<file path="src/rtl/im_boot_loader_if.sv">
// Byte-stream and instruction-memory write bundle for the boot loader.
// The loader takes the slave view; the UART/memory side takes the master view.
interface im_boot_loader_if #(
    parameter int ADDR_W = 16
);
    logic              rx_valid;
    logic [7:0]        rx_data;
    logic              reload;
    logic              im_we;
    logic [ADDR_W-1:0] im_addr;
    logic [31:0]       im_wdata;

    modport master (
        output rx_valid, rx_data, reload,
        input  im_we, im_addr, im_wdata
    );

    modport slave (
        input  rx_valid, rx_data, reload,
        output im_we, im_addr, im_wdata
    );
endinterface

</file>
<file path="src/rtl/im_boot_loader.sv">
// Loads instruction memory from a UART byte frame (N, 4*N little-endian bytes,
// XOR checksum) and holds the core in reset until a verified program is present.
module im_boot_loader #(
    parameter int ADDR_W    = 16,
    parameter int MAX_WORDS = 64
) (
    input  logic            clk,
    input  logic            rst_n,
    im_boot_loader_if.slave bus,
    output logic            cpu_rst_n,
    output logic            busy,
    output logic            err
);

    typedef enum logic [2:0] {
        S_LEN,
        S_DATA,
        S_CHK,
        S_RUN,
        S_ERR
    } state_t;

    localparam logic [7:0] MAX_N = 8'(MAX_WORDS);

    state_t state, state_d;

    logic [6:0]        index, index_d;
    logic [6:0]        n_words, n_words_d;
    logic [1:0]        byte_cnt, byte_cnt_d;
    logic [7:0]        acc, acc_d;
    logic [23:0]       partial, partial_d;

    logic              im_we_q, im_we_d;
    logic [ADDR_W-1:0] im_addr_q, im_addr_d;
    logic [31:0]       im_wdata_q, im_wdata_d;
    logic              cpu_rst_n_q, busy_q, err_q;

    // NOTE: registers use non-blocking (<=) so every flop samples pre-edge values.
    always_ff @(posedge clk or negedge rst_n) begin
        if (!rst_n) begin
            state <= S_LEN;
        end else begin
            state <= state_d;
        end
    end

    // NOTE: every signal written here gets a default first, so no latch is inferred.
    always_comb begin
        state_d    = state;
        index_d    = index;
        n_words_d  = n_words;
        byte_cnt_d = byte_cnt;
        acc_d      = acc;
        partial_d  = partial;
        im_we_d    = 1'b0;
        im_addr_d  = im_addr_q;
        im_wdata_d = im_wdata_q;

        // reload wins over a simultaneous byte, which is simply dropped
        if (bus.reload) begin
            state_d    = S_LEN;
            index_d    = '0;
            byte_cnt_d = '0;
            acc_d      = '0;
            partial_d  = '0;
        end else if (bus.rx_valid) begin
            case (state)
                S_LEN: begin
                    if (bus.rx_data == 8'd0 || bus.rx_data > MAX_N) begin
                        state_d = S_ERR;
                    end else begin
                        n_words_d  = bus.rx_data[6:0];
                        index_d    = '0;
                        byte_cnt_d = '0;
                        acc_d      = '0;
                        partial_d  = '0;
                        state_d    = S_DATA;
                    end
                end

                S_DATA: begin
                    acc_d      = acc ^ bus.rx_data;
                    byte_cnt_d = byte_cnt + 2'd1;
                    case (byte_cnt)
                        2'd0: partial_d[7:0]   = bus.rx_data;
                        2'd1: partial_d[15:8]  = bus.rx_data;
                        2'd2: partial_d[23:16] = bus.rx_data;
                        default: begin
                            im_we_d    = 1'b1;
                            im_addr_d  = ADDR_W'({index, 2'b00});
                            im_wdata_d = {bus.rx_data, partial};
                            index_d    = index + 7'd1;
                            if (index == n_words - 7'd1) begin
                                state_d = S_CHK;
                            end
                        end
                    endcase
                end

                S_CHK: begin
                    state_d = (bus.rx_data == acc) ? S_RUN : S_ERR;
                end

                // RUN and ERR ignore the byte stream
                default: ;
            endcase
        end
    end

    always_ff @(posedge clk or negedge rst_n) begin
        if (!rst_n) begin
            index       <= '0;
            n_words     <= '0;
            byte_cnt    <= '0;
            acc         <= '0;
            partial     <= '0;
            im_we_q     <= 1'b0;
            im_addr_q   <= '0;
            im_wdata_q  <= '0;
            cpu_rst_n_q <= 1'b0;
            busy_q      <= 1'b1;
            err_q       <= 1'b0;
        end else begin
            index       <= index_d;
            n_words     <= n_words_d;
            byte_cnt    <= byte_cnt_d;
            acc         <= acc_d;
            partial     <= partial_d;
            im_we_q     <= im_we_d;
            im_addr_q   <= im_addr_d;
            im_wdata_q  <= im_wdata_d;
            cpu_rst_n_q <= (state_d == S_RUN);
            busy_q      <= (state_d == S_LEN) || (state_d == S_DATA) || (state_d == S_CHK);
            err_q       <= (state_d == S_ERR);
        end
    end

    assign bus.im_we    = im_we_q;
    assign bus.im_addr  = im_addr_q;
    assign bus.im_wdata = im_wdata_q;
    assign cpu_rst_n    = cpu_rst_n_q;
    assign busy         = busy_q;
    assign err          = err_q;

endmodule

</file>
<file path="src/flat_wrapper.sv">
// flat-port wrapper written by rule: the top's interface ports become plain ports
module im_boot_loader_flat 
#(
    parameter int ADDR_W    = 16,
    parameter int MAX_WORDS = 64
)
  (clk, rst_n, cpu_rst_n, busy, err, bus_rx_valid, bus_rx_data, bus_reload, bus_im_we, bus_im_addr, bus_im_wdata);
  im_boot_loader_if #(.ADDR_W(ADDR_W)) bus_i ();
  input  logic clk;
  input  logic rst_n;
  output logic cpu_rst_n;
  output logic busy;
  output logic err;
  input wire logic [$bits(bus_i.rx_valid)-1:0] bus_rx_valid;
  input wire logic [$bits(bus_i.rx_data)-1:0] bus_rx_data;
  input wire logic [$bits(bus_i.reload)-1:0] bus_reload;
  output wire logic [$bits(bus_i.im_we)-1:0] bus_im_we;
  output wire logic [$bits(bus_i.im_addr)-1:0] bus_im_addr;
  output wire logic [$bits(bus_i.im_wdata)-1:0] bus_im_wdata;
  assign bus_i.rx_valid = bus_rx_valid;
  assign bus_i.rx_data = bus_rx_data;
  assign bus_i.reload = bus_reload;
  assign bus_im_we = bus_i.im_we;
  assign bus_im_addr = bus_i.im_addr;
  assign bus_im_wdata = bus_i.im_wdata;
  im_boot_loader #(.ADDR_W(ADDR_W), .MAX_WORDS(MAX_WORDS)) u_core (.clk(clk), .rst_n(rst_n), .bus(bus_i), .cpu_rst_n(cpu_rst_n), .busy(busy), .err(err));
endmodule
</file>
<file path="config.mk">
export PLATFORM = sky130hd
export DESIGN_NAME = im_boot_loader_flat
export DESIGN_NICKNAME = d
export VERILOG_FILES = /design/src/rtl/im_boot_loader_if.sv /design/src/rtl/im_boot_loader.sv /design/src/flat_wrapper.sv
export SDC_FILE = /design/constraint.sdc
export NUM_CORES = 1
export LEC_CHECK = 0
export CAP_MARGIN = 10
export CELL_PAD_IN_SITES_DETAIL_PLACEMENT = 1
export CELL_PAD_IN_SITES_GLOBAL_PLACEMENT = 1
export CORE_ASPECT_RATIO = 1.2
export CORE_UTILIZATION = 35
export DETAILED_ROUTE_END_ITERATION = 8
export DONT_BUFFER_PORTS = 1
export PLACE_DENSITY = 0.71
export REMOVE_ABC_BUFFERS = 1
export SETUP_SLACK_MARGIN = 0.02
export SYNTH_ARGS = -nofsm -noshare
export SYNTH_HDL_FRONTEND = slang
export SYNTH_SLANG_ARGS = --single-unit
</file>
<file path="constraint.sdc">
create_clock -name clk -period 1.8 [get_ports clk]
set_input_delay 0.54 -clock clk [delete_from_list [all_inputs] [get_ports clk]]
set_output_delay 0.54 -clock clk [all_outputs]
set_load 0.02 [all_outputs]
</file>
==> results of run 1 <==
## cell usage in the layout (no fill, tap or decap), types with 9 or more instances in the layout
cell type / synthesis / final
nand2_1: 130 / 129
dfrtp_1: 93 / 92
buf_4: 10 / 39
a22o_1: 25 / 25
o21ai_1: 16 / 18
nor2_1: 17 / 15
o21ai_0: 16 / 14
conb_1: 1 / 9
clkbuf_16: 0 / 9
## sequential cells by signal, summed over array words and instances, names as in the netlist
| signal | count |
|---|---|
| u_core.bus.im_wdata | 32 |
| u_core.partial | 24 |
| u_core.acc | 8 |
| u_core.bus.im_addr | 7 |
| u_core.index | 7 |
| u_core.n_words | 7 |
| u_core.state | 3 |
| u_core.byte_cnt | 2 |
| u_core.bus.im_we | 1 |
| u_core.busy | 1 |
| u_core.cpu_rst_n | 1 |
| u_core.err | 1 |
## timing repair
action	CTS	global route
endpoints found under the setup margin	59	47
pin swaps	7	7
buffers inserted	9	1
endpoints found under the hold margin	93	93
gates resized for setup	20	13
## worst register-to-register path: stages, from the launching register on
cell and delay (ps):
dfrtp_1 390, buf_6 130, nor2b_4 120, or3_4 400, a31oi_4 210, o311ai_4 170
o211a_1 270, a31o_1 190
## worst min-delay path by stage
stage                     start                           endpoint  cells past startpoint
after global routing      rst_n  u_core.bus.im_addr[2]$_DFFE_PN0P_                      0
after detailed placement  rst_n  u_core.bus.im_addr[2]$_DFFE_PN0P_                      0
after CTS                 rst_n  u_core.bus.im_addr[7]$_DFFE_PN0P_                      0
after global placement    rst_n         u_core.cpu_rst_n$_DFF_PN0_                      0
after floorplan           rst_n          u_core.acc[0]$_DFFE_PN0P_                      0
final                     rst_n  u_core.bus.im_addr[4]$_DFFE_PN0P_                      0
## routing by layer
layer | routed length (µm) | GRT usage | vias up | part of all wire
li1 | - | - | 1497 | -
met1 | 4754 | 0.2256 | 1644 | 0.43
met2 | 5782 | 0.3221 | 58 | 0.52
met3 | 357 | 0.03844 | 21 | 0.032
met4 | 284 | 0.08803 | 0 | 0.025
met5 | 0 | 0 | - | 0
## through the flow
step | util | instances | hold slack, ps | worst slack [ps]
6_report | 0.4360 | 623 | -118.3 | -154.1
5_1_grt | 0.4360 | 623 | -131.1 | -221.4
4_1_cts | 0.4323 | 622 | -133.9 | -147.8
3_5_place_dp | 0.3920 | 597 | 246.3 | -473.4
3_3_place_gp | 0.3920 | 597 | 247.2 | -349.6
2_1_floorplan | - | 406 | 244.4 | -1300
## kinds of logic after synthesis
group	count (synthesis)
compound gates	80
fa+ha+maj	6
other cells	1
flops	94
mux	10
buf+inv	46
simple gates	183
xor+xnor	14
## layout make-up
type                    instances  area (µm²)
repair buffers                 44       366.6
well taps                     157       196.4
clock inverters                 7       77.57
inverters                      10       37.54
fillers                      1346        6615
flip-flops and latches         94        2355
clock buffers                   9       225.2
multi-input cells             302        1856
## power by group
| part | internal (mW) | switching, mW | total, mW | leakage [nW] |
|---|---|---|---|---|
| Clock | 0.983 | 0.937 | 1.92 | 0.144 |
| Combinational | 0.427 | 0.352 | 0.779 | 1.12 |
| Sequential | 2.18 | 0.0760 | 2.25 | 1.29 |
==> impl_metrics.ini, run 1 <==
[sta]
finalHoldViolCount = 93
fin_crit_ps = 1954
period_share = 1.086
rsz0062_at_grt = yes
slew_viol_final = 0
setup_viol = 5
finalWorstSetupSlack_ps = -154.1
finalSetupTns_ps = -531.7
fmax_ghz = 0.5117
hold-worst-slack_ps = -118.3
fin_worst_skew_ps = 7.509

[setup_path]
max_stage_delay_ps = 400
r2r-end = u_core.busy$_DFF_PN1_
cp.depth = 7
r2r-start = u_core.n_words[2]$_DFFE_PN0P_
path_buf_inv = 1
crit_chain = buf_6, nor2b_4, or3_4, a31oi_4, o311ai_4, o211a_1, a31o_1
critical_path_required_ps = 2080
cp-start-kind = register
path_class = reg2reg
endpoint = u_core.busy$_DFF_PN1_
worstPathMaxFanout = 4
crit_arrival_ps = 2230
rr_worst_depth = 7
ff2ff_setup_slack_ps = -150
crit_slowest_cell = or3_4
critPathTopFamily = compound AO/OA/AOI/OAI gates
crit_path_start = u_core.n_words[2]$_DFFE_PN0P_
end_kind = register

[synth]
synth_top_area_share = 0.5431
ys_types = 51
synth-async-reset-ratio = 1.000
ys_seq_elements = 94
ys_seq_area_frac = 0.5492
synth_most_common_cell = nand2_1
syn_inst = 434
synth_area_leader_cell = dfrtp_1
synth.area.top_cells = dfrtp_1 54%, nand2_1 11%, a22o_1 5.1%, mux2_4 2.5%, o21ai_0 1.9%
synth_top_family_by_area = simple AND/OR/NAND/NOR gates
synth_common_cells = 130 x nand2_1, 93 x dfrtp_1, 25 x a22o_1, 17 x nor2_1
synth_compound_area_frac = 0.1288
synth-adder-area-share = 0.01752
yosys.area_share.simple = 0.1889
muxShareOfSynthArea = 0.03212
postSynthAreaPerCell_um2 = 9.874
synth-xor-area-share = 0.02861
synth_enable_flop_cells = 0
synth_ff_type = dfrtp_1
syn-cell-area_um2 = 4285
synth_warnings = 0

[routing]
ant_nets = 0
vias_per_cell = 5.169
firstDrtPassIters = 4
drt_wl_total_um = 11180
drc_errors = 0
num_vias = 3220
wl_per_cell_um = 17.94
drt_iter0_markers = 160

[floorplan]
die_x_um = 103.0
die-area_um2 = 12690
io_pins = 64
core_um2 = 11730
fp.dieH_um = 123.2
initial_core_util = 0.3654
rows = 43

[cells_and_area]
area_delta_synth_final_pct = 19.33
finalInstanceArea_um2 = 5114
fin_nets = 479
antennaDiodeCount = 0
drive_gt1_frac = 0.2082

[global_route]
grtUsageTotal = 0.1884
grt_overflow_total = 0
grt_max_degree = 95
grt_pass1_wl_um = 17850
grt_pass1_vias = 3451
antenna_found_initial = 0

[clock_tree]
cts.sinks = 94
cts_tree = done
clockBufferDepth = 2
cts-root-buf = clkbuf_16
cts_buffers = 9
clkLatencyLatePin_ps = 350
clk_pin_slew_ps = 70
htreeDepth = 3

[pwr]
power.leakage_nw = 2.559
p_per_area_nw_per_um2 = 968.7
p_total_mw = 4.954
vdd_drop_max_uv = 422.0

[flow_run]
cap_violations = 0

[status]
status = finished, violations left
violations = negative hold slack, negative setup slack

[hold_path]
hold_path_class = in2async

[placement]
gp_congestion = 0.8375
port_buffers = 0
dp_hpwl_um = 7435
placed_area_um2 = 4598
No activity file was read; power rests on OpenSTA's default activity.
==> run 2, diff against run 1 <==
- GPL_TIMING_DRIVEN: default -> 0
==> impl_metrics.ini, run 2 (synthesized netlist as in run 1, its figures left out) <==
[setup_path]
crit_arrival_ps = 2220
worstPathMaxFanout = 4
path_class = reg2reg
cp-start-kind = register
end_kind = register
critPathTopFamily = simple AND/OR/NAND/NOR gates
r2r-end = u_core.err$_DFF_PN0_
path_buf_inv = 1
critical_path_required_ps = 2080
crit_chain = buf_6, or3_1, nand4b_1, a21oi_2, o311ai_4, o21a_1, and4_1
ff2ff_setup_slack_ps = -140
r2r-start = u_core.n_words[1]$_DFFE_PN0P_
crit_slowest_cell = dfrtp_2
max_stage_delay_ps = 450
rr_worst_depth = 7

[routing]
drc_errors = 0
wl_per_cell_um = 18.19
vias_per_cell = 5.115
firstDrtPassIters = 4
drt_wl_total_um = 10890
drt_iter0_markers = 186
num_vias = 3064
ant_nets = 0

[global_route]
grt_overflow_total = 0
antenna_found_initial = 0
grt_pass1_vias = 3221
grtUsageTotal = 0.1838
grt_max_degree = 95
grt_pass1_wl_um = 17330

[cells_and_area]
fin_nets = 455
fillCellCount = 1336
layout_commonest_cell = nand2_1
largest_reg_flops = 32
antennaDiodeCount = 0
finalInstanceArea_um2 = 4962
drive_gt1_frac = 0.1833
stdcell_count = 599
utilization = 0.4231
area_delta_synth_final_pct = 15.80
layout_common_cells = 128 x nand2_1, 90 x dfrtp_1, 25 x a22o_1

[sta]
rsz0062_at_grt = yes
fmax_ghz = 0.5150
fin_crit_ps = 1942
setup_viol = 5
slew_viol_final = 0
hold-worst-slack_ps = -119.5
finalSetupTns_ps = -579.9
period_share = 1.079
finalWorstSetupSlack_ps = -141.6
fin_worst_skew_ps = 4.498
finalHoldViolCount = 93

[clock_tree]
clockBufferDepth = 2
cts_tree = done
cts-root-buf = clkbuf_16
cts.sinks = 94
cts_buffers = 9
clk_pin_slew_ps = 70
htreeDepth = 3
clkLatencyLatePin_ps = 350

[placement]
port_buffers = 0
placed_cells = 566
gp_congestion = 0.7853
dp_hpwl_um = 6733
placed_area_um2 = 4364

[hold_path]
hold_path_class = in2async

[status]
status = finished, violations left
violations = negative hold slack, negative setup slack

[floorplan]
die-area_um2 = 12690
rows = 43
fp.dieH_um = 123.2
die_x_um = 103.0
initial_core_util = 0.3654
core_um2 = 11730
io_pins = 64

[flow_run]
cap_violations = 0

[pwr]
p_total_mw = 4.958
vdd_drop_max_uv = 411.6
power.leakage_nw = 2.442
p_per_area_nw_per_um2 = 999.2
==> run 2: changes by cell type in the layout (fill, tap and decap cells not counted), moves of 2 or more <==
cell      previous run  this run
buf_4               39        16
clkinv_8             2         0
dfrtp_1             92        90
dfrtp_2              1         3
==> run 2: final cells by class <==
cell class | instances | area, µm² | share of cell area
flip-flops and latches | 94 | 2357 | 0.4750
multi-input cells | 302 | 1874 | 0.3777
clock buffers | 10 | 239.0 | 0.04816
repair buffers | 20 | 177.7 | 0.03580
clock inverters | 6 | 77.57 | 0.01563
inverters | 10 | 40.04 | 0.008069
well taps | 157 | 196.4 | 0.03959
==> run 2: worst register-to-register path, cell delays in order, from the launching register on <==
cell and delay (ps):
dfrtp_2 450, buf_6 140, or3_1 360, nand4b_1 110, a21oi_2 70, o311ai_4 320
o21a_1 230, and4_1 200
==> run 2: how the worst max path moves through the flow <==
| stage | startpoint | end | slack, ps | depth (start not counted) |
|---|---|---|---|---|
| after floorplan | u_core.byte_cnt[0]$_DFFE_PN0P_ | u_core.index[0]$_DFFE_PN0P_ | -1300 | 4 |
| after global placement | u_core.byte_cnt[0]$_DFFE_PN0P_ | u_core.index[0]$_DFFE_PN0P_ | -2840 | 4 |
| after detailed placement | u_core.byte_cnt[0]$_DFFE_PN0P_ | u_core.bus.im_wdata[30]$_DFFE_PN0P_ | -580 | 7 |
| after CTS | u_core.n_words[1]$_DFFE_PN0P_ | u_core.cpu_rst_n$_DFF_PN0_ | -130 | 7 |
| after global routing | u_core.n_words[1]$_DFFE_PN0P_ | u_core.cpu_rst_n$_DFF_PN0_ | -200 | 7 |
| final | u_core.n_words[1]$_DFFE_PN0P_ | u_core.err$_DFF_PN0_ | -140 | 7 |
==> run 2: repair_timing <==
action                                  4_1_cts  5_1_grt
hold endpoints to repair                     93       93
endpoints found under the setup margin       92       77
pin swaps                                     5        7
buffers inserted                             10        7
gates resized for setup                      30       10
==> run 2: routing by layer <==
metal	vias to the layer above	track usage	wire length, µm
met4	0	0.08539	239
met2	53	0.3096	5614
met1	1549	0.2277	4673
li1	1446	-	-
met3	16	0.03222	366
met5	-	0	0
==> run 2: per-stage QoR <==
stage | hold WS [ps] | setup slack [ps]
finish | -119.5 | -141.6
floorplan | 244.4 | -1300
detailed placement | 246.2 | -577.7
global placement | 246.6 | -2838
global route | -131.3 | -199.5
CTS | -126.6 | -125.7
==> run 2: power breakdown <==
part	switching, mW	internal, mW	leakage (nW)
Sequential	0.112	2.18	1.29
Combinational	0.301	0.337	0.999
Clock	0.886	1.14	0.153
